$ cat src/rtl/seq_shift_unit.sv
// Multi-cycle shift/rotate unit: loads a word on start, then moves it one bit
// per clock for num steps in the selected mode and direction, with a start/busy/done handshake.
module seq_shift_unit #(
    parameter int WIDTH = 8,
    parameter int CNT_W = $clog2(WIDTH)
) (
    input  logic             clk,
    input  logic             rst_n,
    input  logic             start,
    input  logic [WIDTH-1:0] din,
    input  logic [CNT_W-1:0] num,
    input  logic             dir,
    input  logic [1:0]       mode,
    input  logic             sin,
    output logic [WIDTH-1:0] dout,
    output logic             busy,
    output logic             done
);

    typedef enum logic [1:0] {
        ST_IDLE  = 2'b00,
        ST_SHIFT = 2'b01,
        ST_DONE  = 2'b10
    } state_t;

    localparam logic [CNT_W-1:0] CNT_ZERO = {CNT_W{1'b0}};
    localparam logic [CNT_W-1:0] CNT_ONE  = {{(CNT_W-1){1'b0}}, 1'b1};

    state_t             state_q, state_d;
    logic [WIDTH-1:0]   dout_q, dout_d;
    logic [CNT_W-1:0]   count_q, count_d;
    logic               dir_q, dir_d;
    logic [1:0]         mode_q, mode_d;
    logic               busy_q, busy_d;
    logic               done_q, done_d;

    // One 1-bit step; the bit entering at the vacated end depends on mode.
    function automatic logic [WIDTH-1:0] step_once(
        input logic [WIDTH-1:0] val,
        input logic             right,
        input logic [1:0]       md,
        input logic             fill_in
    );
        logic edge_bit;
        if (right) begin
            case (md)
                2'b00:   edge_bit = val[0];
                2'b01:   edge_bit = 1'b0;
                2'b10:   edge_bit = val[WIDTH-1];
                2'b11:   edge_bit = fill_in;
                default: edge_bit = 1'b0;
            endcase
            step_once = {edge_bit, val[WIDTH-1:1]};
        end else begin
            case (md)
                2'b00:   edge_bit = val[WIDTH-1];
                2'b11:   edge_bit = fill_in;
                default: edge_bit = 1'b0;
            endcase
            step_once = {val[WIDTH-2:0], edge_bit};
        end
    endfunction

    // Next-state, datapath and handshake outputs.
    always_comb begin
        state_d = state_q;
        dout_d  = dout_q;
        count_d = count_q;
        dir_d   = dir_q;
        mode_d  = mode_q;
        case (state_q)
            ST_IDLE, ST_DONE: begin
                if (start) begin
                    dout_d  = din;
                    count_d = num;
                    dir_d   = dir;
                    mode_d  = mode;
                    state_d = (num == CNT_ZERO) ? ST_DONE : ST_SHIFT;
                end else begin
                    state_d = ST_IDLE;
                end
            end
            ST_SHIFT: begin
                dout_d  = step_once(dout_q, dir_q, mode_q, sin);
                count_d = count_q - CNT_ONE;
                if (count_q == CNT_ONE) begin
                    state_d = ST_DONE;
                end else begin
                    state_d = ST_SHIFT;
                end
            end
            default: begin
                state_d = ST_IDLE;
            end
        endcase
        busy_d = (state_d == ST_SHIFT);
        done_d = (state_d == ST_DONE);
    end

    // State and output registers; busy/done track the registered state.
    always_ff @(posedge clk or negedge rst_n) begin
        if (!rst_n) begin
            state_q <= ST_IDLE;
            dout_q  <= {WIDTH{1'b0}};
            count_q <= CNT_ZERO;
            dir_q   <= 1'b0;
            mode_q  <= 2'b00;
            busy_q  <= 1'b0;
            done_q  <= 1'b0;
        end else begin
            state_q <= state_d;
            dout_q  <= dout_d;
            count_q <= count_d;
            dir_q   <= dir_d;
            mode_q  <= mode_d;
            busy_q  <= busy_d;
            done_q  <= done_d;
        end
    end

    assign dout = dout_q;
    assign busy = busy_q;
    assign done = done_q;

endmodule
$ cat config.mk
export PLATFORM = sky130hd
export DESIGN_NAME = seq_shift_unit
export DESIGN_NICKNAME = d
export VERILOG_FILES = /design/src/rtl/seq_shift_unit.sv
export SDC_FILE = /design/constraint.sdc
export NUM_CORES = 1
export LEC_CHECK = 0
export ABC_AREA = 1
export CAP_MARGIN = 20
export CORE_ASPECT_RATIO = 0.8
export CORE_MARGIN = 1
export CORE_UTILIZATION = 45
export CTS_CLUSTER_DIAMETER = 200
export DETAILED_ROUTE_END_ITERATION = 6
export GPL_ROUTABILITY_DRIVEN = 0
export PLACE_DENSITY = 0.82
export SETUP_SLACK_MARGIN = 0.1
export SLEW_MARGIN = 20
export SYNTH_ARGS = -nofsm -noshare
export SYNTH_HDL_FRONTEND = slang
export SYNTH_SLANG_ARGS = --single-unit
$ cat constraint.sdc
create_clock -name clk -period 1.4 [get_ports clk]
set_clock_uncertainty 0.05 [all_clocks]
set_input_delay 0.14 -clock clk [delete_from_list [all_inputs] [get_ports clk]]
set_output_delay 0.14 -clock clk [all_outputs]
set_load 0.1 [all_outputs]
; ---- After elaboration in Yosys (flattened, before gate mapping)
; Cells that the tools add are included.
[op_classes]
add_sub_neg = 1
eq_ne = 10
mux = 11
n_reduce_logical = 8
[op_table]
columns = op, n
row1 = 8-bit 2-to-1 mux, 2
row2 = 8-bit case mux with 2 select lines, 1
row3 = "2-bit == test, second input constant", 4
row4 = "2-bit by 1-bit == test with 1-bit output, second input constant", 3
row5 = 2-bit 2-to-1 mux, 3
row6 = 3-bit case mux with 2 select lines, 1
row7 = 2-bit logical NOT, 2
row8 = 2-bit case mux with 2 select lines, 1
row9 = 2-bit AND reduction, 2
row10 = "3-bit by 1-bit == test with 1-bit output, second input constant", 1
row11 = 3-bit logical NOT, 1
row12 = 3-bit 2-to-1 mux, 1
row13 = "3-bit != test, second input constant", 1
row14 = 1-bit case mux with 3 select lines, 1
row15 = 3-bit AND reduction, 1
row16 = "3-bit by 1-bit subtractor with 3-bit output, second input constant", 1
row17 = "2-bit != test, second input constant", 1
row18 = 1-bit case mux with 2 select lines, 1
row19 = 2-bit nonzero test, 1
row20 = 2-bit OR reduction, 1
[word_totals]
register_bits = 18
input_bits = 18
out_inout_bits = 10
word_cells = 38

; ---- Depth between registers and ports, before layout
; Gate-level depths: netlist of run 1.
[logic_depth]
word_depth = 5
ltp_mapped = 8
mapped_depth_nobuf = 8

; ---- Worst setup path after synthesis of run 1
; No wires, ideal clock.
[synth_timing]
path_kind = register to register
start = register dout_q[6] (netlist: dout[6])
end = register dout_q[7] (netlist: dout[7])
setup_ns = 0.079
arrival_ns = 1.400
required_ns = 1.271
path_slack_ns = -0.129
stages_incl_launch_ff = 5
n_path_buf = 0
period_less_slack_ns = 1.529
cell_sequence = dfrtp_1 inv_1 a21oi_1 nand2_1 a21oi_1
[synth_between]
elab_chain_len = 2
[synth_rtl]
columns = item, line_no
row1 = "start, declared", 30  ; logic [WIDTH-1:0] dout_q, dout_d;
row2 = "start signal, assigned", 104  ; dout_q <= {WIDTH{1'b0}};
row3 = "start signal, assigned", 112  ; dout_q <= dout_d;
row4 = 8-bit 2-to-1 mux, 45  ; if (right) begin
row5 = 8-bit case mux with 2 select lines, 71  ; case (state_q)
; Every way passes these cells.
; A chain may end at the register's enable or synchronous reset.

; ---- Worst setup path in the final report of run 1
[layout_timing]
start = register mode_q[0]
end = register dout_q[7] (netlist: dout[7])
[layout_between]
elab_chain_len = 4
word_cells_on_any_way = 9
classes_between = 4 x eq/ne / 3 x mux / 2 x reduce/logical
[layout_rtl]
columns = item, line_no
row1 = "start, declared", 33  ; logic [1:0] mode_q, mode_d;
row2 = "start signal, assigned", 115  ; mode_q <= mode_d;
row3 = "2-bit == test, or another cell as far along", 46  ; case (md)
row4 = 1-bit case mux with 3 select lines, 46
row5 = 8-bit 2-to-1 mux, 45
row6 = 8-bit case mux with 2 select lines, 71
; Several ways; a longest one is shown, not always the timed one.

==> results.sh, run 1 <==
export IMPL_drt_first_pass_iters=6
export IMPL_syn_cell_area_mm2=0.00108
export IMPL_worst_slew_pin_slew_ns=0.275
export IMPL_boundaryPins=28
export IMPL_cp_data_required_time_ns=1.55
export IMPL_final_common_cell="nand2_1"
export IMPL_grt_overflow_total=0
export IMPL_synth_distinct_cells=22
export IMPL_hpwlAfterDp_um=1840
export IMPL_synthMuxAreaShare_pct=0
export IMPL_die_w_um=56.7
export IMPL_core_area_mm2=0.00221
export IMPL_hold_path_class="input pin to async pin"
export IMPL_cts_num_sinks=18
export IMPL_avgRoutedWirePerCell_um=13.7
export IMPL_cp_slowest_cell="dfrtp_1"
export IMPL_path_max_fanout=3
export IMPL_grt_setup_unrepaired="true"
export IMPL_drc=2
export IMPL_r2r_start="mode_q[0]"
export IMPL_syn_num_nets=156
export IMPL_clk_pin_slew_ns=0.11
export IMPL_hold_buffers=0
export IMPL_period_share_pct=87.6
export IMPL_status="finished, violations left"
export IMPL_grt_pass1_wl_um=4110
export IMPL_r2r_end="dout[7]"
export IMPL_r2r_setup_slack_ns=0.17
export IMPL_antenna_found_initial=0
export IMPL_max_freq_mhz=815
export IMPL_start_kind="flop"
export IMPL_rows=15
export IMPL_start_util_pct=48.7
export IMPL_hold_violations=0
export IMPL_vias=1012
export IMPL_cp_end_kind="flop"
export IMPL_tritoncts="done"
export IMPL_fin_crit_ns=1.23
export IMPL_grt_pass1_vias=959
export IMPL_syn_instance_count=132
export IMPL_synth_simple_area_share_pct=23.9
export IMPL_h_tree_depth=1
export IMPL_viasPerCell=5.38
export IMPL_n_antenna_cell=0
export IMPL_final_cell_mix="nand2_1 (29), clkdlybuf4s50_1 (17), inv_1 (14), buf_12 (10)"
export IMPL_synth_top_family_by_area="simple AND/OR/NAND/NOR gates"
export IMPL_r2r_cells=7
export IMPL_synth_compound_area_share_pct=16.2
export IMPL_path_cells="inv_2 > ha_2 > nand2_1 > inv_1 > nand2_2 > a21oi_2 > a21oi_2"
export IMPL_cts_buffer_depth=2
export IMPL_max_slew_margin_rel_pct=81.6
export IMPL_numCtsBuffers=3
export IMPL_setup_tns_ns=0
export IMPL_seq_area_frac_synth_pct=41.8
export IMPL_num_fill_cells=172
export IMPL_arrival_ns=1.38
export IMPL_setup_violations=0
export IMPL_path_buf_inv=2
export IMPL_antenna_left=0
export IMPL_cts_root_buf="clkbuf_4"
export IMPL_crit_family="flip-flops"
export IMPL_synth_seq_cells=18
export IMPL_cp_slowest_stage_delay_ns=0.43
export IMPL_fin_nets=188
export IMPL_area_growth_pct=42.6
export IMPL_drv_cap=0
export IMPL_placement_io_buffers=27
export IMPL_drv_slew=0
export IMPL_synthXorXnorAreaFrac_pct=0
export IMPL_yosys_area_share_adder_pct=6.96
export IMPL_grtUsageTotal_pct=21.6
export IMPL_drive_gt1_share_pct=31.9
export IMPL_synth_warnings=0
export IMPL_grt_max_degree=19
export IMPL_violations="DRC"
export IMPL_die_area_mm2=0.00260
export IMPL_post_synth_cell_area_avg_um2=8.17
export IMPL_cpMostUsedCell="a21oi_2"
export IMPL_dieHeight_um=45.8
export IMPL_clkLatencyLatePin_ns=0.30
export IMPL_wl_um=2580
export IMPL_first_iter_violations=30
export IMPL_worstSetupPathType="flop to flop"
logic make-up after synthesis:
logic type | Yosys count
compound gates | 27
flops | 18
buf+inv | 25
simple gates | 56
fa+ha+maj | 6
Yosys cell counts:
cell type,count,area share [%]
a21oi_1,6,2.8
a21oi_2,3,2.4
a22oi_1,6,4.2
buf_4,2,1.4
buf_6,2,2.1
clkbuf_4,1,0.70
dfrtp_1,18,42
ha_1,6,7.0
inv_1,16,5.6
inv_2,4,1.4
nand2_1,30,10
nand2_2,3,1.7
nand2_4,1,1.0
nand3_1,9,4.2
nand3_2,1,0.93
nor2_1,8,2.8
nor2_2,3,1.7
nor2_4,1,1.0
o211ai_2,1,1.2
o21ai_1,8,3.7
o221ai_1,1,0.81
o22ai_1,2,1.2
sequential cells by signal (all words and copies together) (netlist names):
signal   flops
mode_q       2
dir_q        1
dout         8
count_q      3
busy         1
state_q      2
done         1
metrics by stage:
stage | hold slack [ns] | instance area [µm²] | utilization [%] | worst slack, ns | std cells
2_1_floorplan | -0.206 | 1090 | - | 0.158 | 132
5_1_grt | 0.125 | 1540 | 69.4 | 0.0705 | 188
4_1_cts | 0.118 | 1490 | 67.5 | 0.142 | 186
3_3_place_gp | 0.443 | 1470 | 66.3 | 0.0822 | 182
3_5_place_dp | 0.458 | 1470 | 66.3 | 0.0370 | 182
6_report | 0.110 | 1540 | 69.4 | 0.174 | 188
layout make-up:
type,instances,area (µm²),area share [%]
Multi-Input combinational cell,89,536,34.8
Sequential cell,18,462,30.0
Timing Repair Buffer,32,408,26.5
Inverter,20,75.1,4.88
Tap cell,25,31.3,2.03
Clock buffer,4,26.3,1.71
routing by layer:
layer / share of wire, % / vias up / global-route usage [%]
li1: - / 490 / -
met1: 41 / 471 / 25.3
met2: 50 / 47 / 38.8
met3: 8.6 / 4 / 7.10
met4: 1.2 / 0 / 6.34
met5: 0 / - / 0
worst reg2reg max path: stages (launching register included):
cell	delay (ns)
dfrtp_1	0.43
inv_2	0.09
ha_2	0.17
nand2_1	0.05
inv_1	0.07
nand2_2	0.06
a21oi_2	0.18
a21oi_2	0.04
worst max path at each step:
stage | from | cells past startpoint | endpoint
6_report | mode_q[0] | 7 | dout[7]
5_1_grt | state_q[0] | 7 | dout[0]
4_1_cts | mode_q[0] | 7 | dout[7]
3_5_place_dp | start | 7 | dout[0]
3_3_place_gp | start | 5 | dout[1]
2_1_floorplan | dout[6] | 4 | dout[7]
what timing repair did:
item | in CTS | in global routing
gates resized for setup | 0 | 11
buffers inserted | 0 | 2
setup endpoints to repair | 0 | 7
Power of run 1 is not shown: default switching activity piles up to over one toggle a cycle in this logic, so the estimate is an artifact.
==> inputs of run 2 (changes only) <==
--- a/config.mk
+++ b/config.mk
@@ -12,10 +12,11 @@
 export CORE_UTILIZATION = 45
 export CTS_CLUSTER_DIAMETER = 200
 export DETAILED_ROUTE_END_ITERATION = 6
+export DONT_BUFFER_PORTS = 1
 export GPL_ROUTABILITY_DRIVEN = 0
-export PLACE_DENSITY = 0.82
+export PLACE_DENSITY = 0.67
 export SETUP_SLACK_MARGIN = 0.1
-export SLEW_MARGIN = 20
+export SLEW_MARGIN = 15
 export SYNTH_ARGS = -nofsm -noshare
 export SYNTH_HDL_FRONTEND = slang
 export SYNTH_SLANG_ARGS = --single-unit
==> run 2 against run 1 <==
The run still ends with DRC left. Register-to-register slack about the same. Core utilization down 10 points. Non-clock buffer count shrank 10. Sequential share of layout area is 5.1 points higher. Die area unchanged. Critical path type unchanged. Largest cell class unchanged.
==> results.sh, run 2 (same netlist as run 1, synthesis figures left out) <==
export IMPL_wl_um=2270
export IMPL_grt_setup_unrepaired="false"
export IMPL_cts_setup_buffers=0
export IMPL_numCtsBuffers=3
export IMPL_drt_first_pass_iters=6
export IMPL_final_common_cell="nand2_1"
export IMPL_setup_tns_ns=0
export IMPL_antenna_found_initial=0
export IMPL_max_slew_margin_rel_pct=45.1
export IMPL_antenna_left=0
export IMPL_dieHeight_um=45.8
export IMPL_avgRoutedWirePerCell_um=12.7
export IMPL_boundaryPins=28
export IMPL_drc=2
export IMPL_grt_pass1_wl_um=3750
export IMPL_setup_violations=0
export IMPL_num_fill_cells=200
export IMPL_arrival_ns=1.35
export IMPL_grtUsageTotal_pct=19.6
export IMPL_status="finished, violations left"
export IMPL_holdWs_ns=0.00165
export IMPL_cts_buffer_depth=2
export IMPL_cts_num_sinks=18
export IMPL_clkLatencyLatePin_ns=0.30
export IMPL_first_iter_violations=15
export IMPL_start_kind="flop"
export IMPL_cts_root_buf="clkbuf_4"
export IMPL_period_share_pct=87.3
export IMPL_hold_violations=0
export IMPL_h_tree_depth=1
export IMPL_tritoncts="done"
export IMPL_cp_data_required_time_ns=1.53
export IMPL_core_area_mm2=0.00221
export IMPL_drv_cap=0
export IMPL_r2r_cells=5
export IMPL_hold_path_class="input pin to flop"
export IMPL_worst_slew_pin_slew_ns=0.821
export IMPL_area_growth_pct=21.9
export IMPL_rows=15
export IMPL_cp_slowest_stage_delay_ns=0.43
export IMPL_viasPerCell=5.14
export IMPL_fin_nets=178
export IMPL_worstSetupPathType="flop to flop"
export IMPL_die_area_mm2=0.00260
export IMPL_grt_overflow_total=0
export IMPL_largest_reg_flops=8
export IMPL_violations="DRC"
export IMPL_cp_end_kind="flop"
export IMPL_grt_pass1_vias=832
export IMPL_path_cells="inv_2 > nand2_4 > buf_4 > nand3_2 > o211ai_2"
export IMPL_clk_pin_slew_ns=0.10
export IMPL_final_cell_mix="nand2_1 (30), inv_1 (15), dlygate4sd3_1 (11), buf_4 (11)"
export IMPL_drive_gt1_share_pct=27.5
export IMPL_start_util_pct=48.7
export IMPL_max_freq_mhz=818
export IMPL_hpwlAfterDp_um=1610
export IMPL_placement_io_buffers=0
export IMPL_vias=915
export IMPL_fin_crit_ns=1.22
export IMPL_die_w_um=56.7
export IMPL_grt_max_degree=19
export IMPL_path_max_fanout=11
export IMPL_drv_slew=0
export IMPL_min_path_cells=2
export IMPL_n_antenna_cell=0
export IMPL_cp_slowest_cell="dfrtp_1"
[run 2: cell count changes in the layout (fill, tap and decap cells not counted), sizes merged]
cell	previous run	this run
buf	15	11
clkdlybuf4s50	17	0
dlygate4sd3	0	11
[run 2: through the flow]
| stage | utilization (%) | instance area (µm²) | setup slack, ns | std cells |
|---|---|---|---|---|
| 2_1_floorplan | - | 1090 | 0.158 | 132 |
| 3_3_place_gp | 52.3 | 1160 | 0.135 | 163 |
| 3_5_place_dp | 52.3 | 1160 | 0.132 | 163 |
| 4_1_cts | 58.0 | 1280 | 0.119 | 176 |
| 5_1_grt | 59.4 | 1320 | 0.0942 | 178 |
| 6_report | 59.4 | 1320 | 0.178 | 178 |
[run 2: path summary, 6_finish.rpt]
check                            from          to  slack, ns
min                            din[3]     dout[3]      0.002
max in group asynchronous       rst_n       dir_q       0.41
min in group asynchronous       rst_n     dout[7]       0.32
min reg2reg                count_q[2]  count_q[2]       0.50
max                        state_q[0]  count_q[2]       0.18
max reg2reg                state_q[0]  count_q[2]       0.18
[run 2: cell type report]
class	instances	area (µm²)	area share, %
clock buffer	4	36.3	2.76
multi-input combinational	89	518	39.4
inverter	20	75.1	5.71
timing repair buffer	22	193	14.7
tap	25	31.3	2.38
sequential	18	462	35.1
[run 2: what timing repair did]
item                                    in CTS  in global routing
hold buffers                                 9                  2
hold endpoints to repair                    27                  2
resized for setup                            0                  4
endpoints found under the setup margin       0                  8
[run 2: worst max-delay path: cells and delay by family, from the launching register on]
family	cells	cell delay [ns]
buffers and inverters	2	0.34
DFF	1	0.43
AOI/OAI and AO/OA	1	0.07
and+or+nand+nor	2	0.21
[run 2: layer usage]
layer	part of all wire, %	vias to the layer above	global-route usage (%)	wire length [µm]
li1	-	467	-	-
met1	47	424	23.4	1060
met2	48	22	34.3	1090
met3	4.9	2	6.82	112
met4	0.57	0	5.37	13
met5	0	-	0	0
Power of run 2 is left out for the same reason.
==> inputs of run 3 (changes only) <==
--- a/config.mk
+++ b/config.mk
@@ -14,9 +14,9 @@
 export DETAILED_ROUTE_END_ITERATION = 6
 export DONT_BUFFER_PORTS = 1
 export GPL_ROUTABILITY_DRIVEN = 0
-export PLACE_DENSITY = 0.67
+export PLACE_DENSITY_LB_ADDON = 0.3
 export SETUP_SLACK_MARGIN = 0.1
-export SLEW_MARGIN = 15
+export SLEW_MARGIN = 20
 export SYNTH_ARGS = -nofsm -noshare
 export SYNTH_HDL_FRONTEND = slang
 export SYNTH_SLANG_ARGS = --single-unit
==> run 3 against run 2 <==
The flow now finishes without violations. Non-clock buffer count up 1. Maximum frequency down 0.70%. Design area up 0.76%. Core utilization up 0.45 points. Die area unchanged. Count of clock-buffer cells in the layout unchanged. Critical path type unchanged.
==> results.sh, run 3 (same netlist as run 1, synthesis figures left out) <==
export IMPL_largest_reg_flops=8
export IMPL_status="complete, no violations"
export IMPL_cts_num_sinks=18
export IMPL_grt_pass1_vias=891
export IMPL_antenna_found_initial=0
export IMPL_dieHeight_um=45.8
export IMPL_path_max_fanout=12
export IMPL_period_share_pct=87.9
export IMPL_start_kind="flop"
export IMPL_numCtsBuffers=3
export IMPL_grt_overflow_total=0
export IMPL_clkLatencyLatePin_ns=0.31
export IMPL_final_cell_mix="nand2_1 (30), inv_1 (15), dlygate4sd3_1 (12), buf_4 (11)"
export IMPL_fin_nets=179
export IMPL_r2r_end="count_q[2]"
export IMPL_r2r_setup_slack_ns=0.17
export IMPL_cts_buffer_depth=2
export IMPL_r2r_cells=5
export IMPL_setup_tns_ns=0
export IMPL_h_tree_depth=1
export IMPL_avgRoutedWirePerCell_um=13.4
export IMPL_antenna_left=0
export IMPL_grt_setup_unrepaired="true"
export IMPL_start_util_pct=48.7
export IMPL_wl_um=2400
export IMPL_drc=0
export IMPL_area_growth_pct=22.9
export IMPL_fin_crit_ns=1.23
export IMPL_die_w_um=56.7
export IMPL_tritoncts="done"
export IMPL_cts_root_buf="clkbuf_4"
export IMPL_arrival_ns=1.37
export IMPL_min_path_cells=2
export IMPL_boundaryPins=28
export IMPL_clk_pin_slew_ns=0.12
export IMPL_viasPerCell=5.42
export IMPL_setup_violations=0
export IMPL_cp_data_required_time_ns=1.54
export IMPL_grtUsageTotal_pct=20.5
export IMPL_max_freq_mhz=812
export IMPL_hold_violations=0
export IMPL_placement_io_buffers=0
export IMPL_drv_cap=0
export IMPL_hold_end="dout[1]"
export IMPL_core_area_mm2=0.00221
export IMPL_grt_pass1_wl_um=3930
export IMPL_grt_max_degree=19
export IMPL_hold_path_class="input pin to flop"
export IMPL_first_iter_violations=27
export IMPL_drive_gt1_share_pct=27.3
export IMPL_final_common_cell="nand2_1"
export IMPL_cp_end_kind="flop"
export IMPL_r2r_start="state_q[0]"
export IMPL_drv_slew=0
export IMPL_drt_first_pass_iters=4
export IMPL_n_antenna_cell=0
export IMPL_cts_setup_buffers=0
export IMPL_max_slew_margin_rel_pct=43.0
export IMPL_rows=15
export IMPL_worst_slew_pin_slew_ns=0.852
export IMPL_hpwlAfterDp_um=1650
export IMPL_die_area_mm2=0.00260
export IMPL_min_from="din[1]"
export IMPL_vias=970
export IMPL_worstSetupPathType="flop to flop"
## run 3: worst max path at each step
stage / to / slack (ns) / start / depth (start not counted)
2_1_floorplan: dout[7] / 0.16 / dout[6] / 4
4_1_cts: dout[0] / 0.12 / state_q[1] / 7
6_report: count_q[2] / 0.17 / state_q[0] / 5
3_3_place_gp: dout[0] / 0.16 / state_q[1] / 7
3_5_place_dp: dout[0] / 0.12 / state_q[1] / 7
5_1_grt: dout[2] / 0.08 / state_q[0] / 4
## run 3: what timing repair did
| action | 4_1_cts | 5_1_grt |
|---|---|---|
| resized for setup | 0 | 4 |
| hold buffers | 12 | 0 |
| hold endpoints to repair | 32 | 0 |
| endpoints found under the setup margin | 0 | 8 |
## run 3: per-stage QoR
stage	setup WS, ns	util, %	instances	cell area [µm²]	hold WS, ns
final	0.169	59.8	179	1330	0.00307
after CTS	0.116	59.3	179	1310	0.0117
after global placement	0.159	52.3	163	1160	-0.205
after floorplan	0.158	-	132	1090	-0.206
after detailed placement	0.123	52.3	163	1160	-0.205
after global routing	0.0810	59.8	179	1330	0.00865
## run 3: critical path: stages, from the launching register on
cell	delay, ns
dfrtp_1	0.43
inv_2	0.14
nand2_4	0.13
buf_4	0.21
nand3_2	0.08
o211ai_2	0.07
## run 3: routing by layer
layer / global-route usage (%) / vias up / routed length (µm)
li1: - / 468 / -
met1: 24.8 / 465 / 1050
met2: 35.7 / 33 / 1160
met3: 7.10 / 4 / 150
met4: 5.37 / 0 / 31
met5: 0 / - / 0
## run 3: final cells by class
class                   count  area, µm²
multi-input cells          89        518
inverters                  20       75.1
flip-flops and latches     18        462
clock buffers               4       36.3
repair buffers             23        203
well taps                  25       31.3
fillers                   202        890
Power of run 3 is left out for the same reason.
